$ cat src/rtl/freq_divi.sv
// freq_divi: selectable integer divider producing a registered square wave on out.
// Defining FREQ_DIVI_TICK_EN adds a one-cycle tick output coincident with each rise of out.
module freq_divi #(
   parameter int DIV0 = 2,
   parameter int DIV1 = 4,
   parameter int DIV2 = 10,
   parameter int DIV3 = 100,
   parameter int CW   = 7
) (
   input  logic       clock,
   input  logic       rst,
   input  logic [1:0] sel,
`ifdef FREQ_DIVI_TICK_EN
   output logic       tick,
`endif
   output logic       out
);

   // Odd ratios put the extra cycle in the low phase.
   localparam int HIGH0 = DIV0 / 2;
   localparam int HIGH1 = DIV1 / 2;
   localparam int HIGH2 = DIV2 / 2;
   localparam int HIGH3 = DIV3 / 2;
   localparam int LOW0  = DIV0 - HIGH0;
   localparam int LOW1  = DIV1 - HIGH1;
   localparam int LOW2  = DIV2 - HIGH2;
   localparam int LOW3  = DIV3 - HIGH3;

   logic          armed_r;
   logic [1:0]    act_sel_r;
   logic [CW-1:0] cnt_r;
   logic          out_r;
   logic [CW-1:0] low_lim_s;
   logic [CW-1:0] high_lim_s;

   // terminal counts of both phases for the latched ratio
   always_comb begin
      low_lim_s  = CW'(LOW0 - 1);
      high_lim_s = CW'(HIGH0 - 1);
      case (act_sel_r)
         2'd0: begin
            low_lim_s  = CW'(LOW0 - 1);
            high_lim_s = CW'(HIGH0 - 1);
         end
         2'd1: begin
            low_lim_s  = CW'(LOW1 - 1);
            high_lim_s = CW'(HIGH1 - 1);
         end
         2'd2: begin
            low_lim_s  = CW'(LOW2 - 1);
            high_lim_s = CW'(HIGH2 - 1);
         end
         2'd3: begin
            low_lim_s  = CW'(LOW3 - 1);
            high_lim_s = CW'(HIGH3 - 1);
         end
         default: begin
            low_lim_s  = CW'(LOW0 - 1);
            high_lim_s = CW'(HIGH0 - 1);
         end
      endcase
   end

   // arming, phase counting and output; sel is taken only when a period closes
   always_ff @(posedge clock or posedge rst) begin
      if (rst) begin
         armed_r   <= 1'b0;
         act_sel_r <= 2'd0;
         cnt_r     <= '0;
         out_r     <= 1'b0;
      end else if (!armed_r) begin
         armed_r   <= 1'b1;
         act_sel_r <= sel;
         cnt_r     <= '0;
         out_r     <= 1'b0;
      end else if (!out_r) begin
         if (cnt_r == low_lim_s) begin
            out_r <= 1'b1;
            cnt_r <= '0;
         end else begin
            cnt_r <= cnt_r + CW'(1);
         end
      end else begin
         if (cnt_r == high_lim_s) begin
            out_r     <= 1'b0;
            cnt_r     <= '0;
            act_sel_r <= sel;
         end else begin
            cnt_r <= cnt_r + CW'(1);
         end
      end
   end

   assign out = out_r;

`ifdef FREQ_DIVI_TICK_EN
   logic tick_r;

   // pulse on the same edge that raises out
   always_ff @(posedge clock or posedge rst) begin
      if (rst) begin
         tick_r <= 1'b0;
      end else begin
         tick_r <= armed_r & ~out_r & (cnt_r == low_lim_s);
      end
   end

   assign tick = tick_r;
`endif

endmodule

$ cat config.mk
export PLATFORM = sky130hd
export DESIGN_NAME = freq_divi
export DESIGN_NICKNAME = d
export VERILOG_FILES = /design/src/rtl/freq_divi.sv
export SDC_FILE = /design/constraint.sdc
export NUM_CORES = 1
export LEC_CHECK = 0
export ABC_AREA = 1
export CORE_UTILIZATION = 25
export CTS_CLUSTER_SIZE = 25
export DETAILED_ROUTE_END_ITERATION = 8
export GPL_TIMING_DRIVEN = 1
export SYNTH_ARGS = -nofsm -noshare
export SYNTH_HDL_FRONTEND = slang
export SYNTH_SLANG_ARGS = --single-unit
$ cat constraint.sdc
create_clock -name clock -period 1.1 [get_ports clock]
set_clock_uncertainty 0.05 [all_clocks]
set_input_delay 0.22 -clock clock [delete_from_list [all_inputs] [get_ports clock]]
set_output_delay 0.22 -clock clock [all_outputs]
set_load 0.01 [all_outputs]
==> flow_summary.json <==
{
  "post-route-period-util_pct": 117,
  "rows": 16,
  "critical_path_class": "reg2reg",
  "antenna_found_initial": 0,
  "power_mw": 1.87,
  "n_fill_cell": 194,
  "start_util_pct": 27.6,
  "viasPerCell": 4.05,
  "crit_path_top_delay_cell": "dfrtp_1",
  "r2r_setup_slack_ns": -0.19,
  "drt_iter0_drc": 3,
  "worstPathArrival_ns": 1.41,
  "cts_max_path_buffers": 2,
  "synth-seq-cells": 11,
  "portBuffers": 4,
  "track_usage_pct": 11.0,
  "die_area_sq_um": 2430,
  "max_cap_violations": 0,
  "hold_violations": 0,
  "cp_data_required_time_ns": 1.22,
  "numCtsBuffers": 3,
  "core_sq_um": 2020,
  "synthCells": 67,
  "synth_top_area_share_pct": 49.3,
  "use_met3_pct": 5.61,
  "timing.final.ws_setup_ns": -0.188,
  "synth_nets": 72,
  "clock_latency_ns": 0.28,
  "syn_area_sq_um": 558,
  "synth_largest_area_cell": "dfrtp_1",
  "synth_area_leaders": "dfrtp_1, nand2_1, nor2_1",
  "gp_congestion": 0.780,
  "crit_buf_inv": 1,
  "r2r-end": "out",
  "place_area_sq_um": 712,
  "crit_chain": "inv_2 -> nand2_1 -> nand2_1 -> nor2_2 -> nand3_2 -> nand2_4 -> nand2_4 -> and2_4",
  "cts_sinks": 11,
  "wire_per_inst_um": 11.0,
  "drive_above_1_share_pct": 43.8,
  "fin_tns_setup_ns": -1.42,
  "cts_root_buffer": "clkbuf_4",
  "grt_pass1_vias": 428,
  "drtPass1Iterations": 3,
  "path_max_fanout": 4,
  "cts_tree": "yes",
  "dpl.hpwl_um": 835,
  "syn_to_final_growth_pct": 57.0,
  "final_area_sq_um": 876,
  "drt_wl_total_um": 1280,
  "gr-usage-met2_pct": 17.6,
  "grt_max_degree": 12,
  "fin_crit_ns": 1.29,
  "regArea_sq_um": 278,
  "p_leak_nw": 0.410,
  "maxSlewViolCount": 0,
  "clk_transition_reported_paths_ns": 0.08,
  "met1_usage_pct": 12.9,
  "setup_viol": 9,
  "r2r_cells": 8,
  "grt-busiest-layer": "met2",
  "grt_overflow": 0,
  "cp_slowest_stage_delay_ns": 0.44,
  "p_per_area_nw_per_um2": 2140,
  "die_height_um": 49.2,
  "worstSetupPathDepth": 8,
  "h-tree-depth": 1,
  "detail-route-antenna-nets": 0,
  "synth_area_per_cell_sq_um": 8.33,
  "outcome": "finished, violations left",
  "ir_drop_v": 0.00112,
  "startpoint_type": "flop",
  "dr_total_vias": 470,
  "remaining_drc_errors": 0,
  "hold_class": "in2async",
  "reg2reg_from": "act_sel_r[0]",
  "die_w_um": 49.2,
  "layout.nets": 95,
  "violations": "negative setup slack",
  "synth_cell_types": 16,
  "crit_family": "simple AND/OR/NAND/NOR gates",
  "fmax_ghz": 0.776,
  "diodes": 0,
  "ys_seq_area_share_pct": 49.3,
  "multi_input_area_sq_um": 335,
  "grt_pass1_wl_um": 1940,
  "num_io_pins": 5,
  "yosys_warnings": 0,
  "endpoint_kind": "flop",
  "rsz0062_at_grt": "true"
}
-- per-layer routing --
metal / up-vias / wire, um
li1: 245 / -
met1: 219 / 514
met2: 4 / 710
met3: 2 / 43
met4: 0 / 12
met5: - / 0
-- Yosys cell counts, drive strengths merged --
| cell type | number |
|---|---|
| clkinv | 2 |
| nand2 | 20 |
| ha | 1 |
| and2 | 1 |
| nand3b | 1 |
| nand3 | 6 |
| xor2 | 4 |
| conb | 1 |
| inv | 8 |
| xnor2 | 1 |
| dfrtp | 11 |
| nor2 | 11 |
-- how the worst max path moves through the flow --
stage,startpoint,to,slack (ns)
detailed placement,cnt_r[1],out,-0.16
global placement,cnt_r[1],out,-0.14
CTS,cnt_r[3],out,-0.16
floorplan,cnt_r[3],out,-0.07
global route,cnt_r[1],out,-0.29
finish,act_sel_r[0],out,-0.19
-- sequential cells by signal, indices dropped and copies added (netlist names) --
signal and flops:
act_sel_r 2, armed_r 1, cnt_r 7, out 1
-- logic make-up (layout without fill, tap and decap cells) --
group,Yosys count,in the layout,share of synthesized area (%)
simple gates,39,39,33.2
flops,11,11,49.3
buf+inv,10,32,6.73
xor+xnor,5,5,7.85
fa+ha+maj,1,1,2.24
other cells,1,1,0.672
-- timing repair --
action	CTS	global route
hold buffers	0	0
gates cloned	0	0
pin swaps	5	9
setup endpoints to repair	10	11
setup buffers	1	4
resized for setup	14	15
-- final cells by class --
class	count	area share (%)
Tap cell	27	3.86
Timing Repair Buffer	18	18.7
Inverter	10	4.29
Multi-Input combinational cell	46	38.3
Sequential cell	11	31.7
Clock buffer	3	2.57
Clock inverter	1	0.571
-- power by group --
part	switching [mW]	internal, mW	leakage (nW)
logic	0.493	0.477	0.251
clock network	0.154	0.135	0.0177
registers	0.115	0.498	0.142
-- worst min-delay path: stages --
cell	delay (ns)
clkdlybuf4s50_1	0.39
inv_1	0.05
buf_4	0.19
-- stage by stage --
step	setup slack [ns]	std cells	hold WS (ns)	util [%]
after floorplan	-0.0720	67	0.0224	-
after global placement	-0.143	107	0.434	35.2
after detailed placement	-0.163	107	0.444	35.2
after CTS	-0.159	112	0.157	38.2
after global routing	-0.287	116	0.202	43.3
final	-0.188	116	0.165	43.3
-- cells in the final DEF, fill, tap and decap left out, drive strengths merged --
cell type / n
xor2: 4
dfrtp: 11
clkdlybuf4s50: 3
conb: 1
inv: 8
clkbuf: 3
ha: 1
xnor2: 1
nand3b: 1
and2: 1
nand2: 20
nor2: 11
nand3: 6
clkinv: 3
buf: 15
No activity file was read; power rests on OpenSTA's default activity.
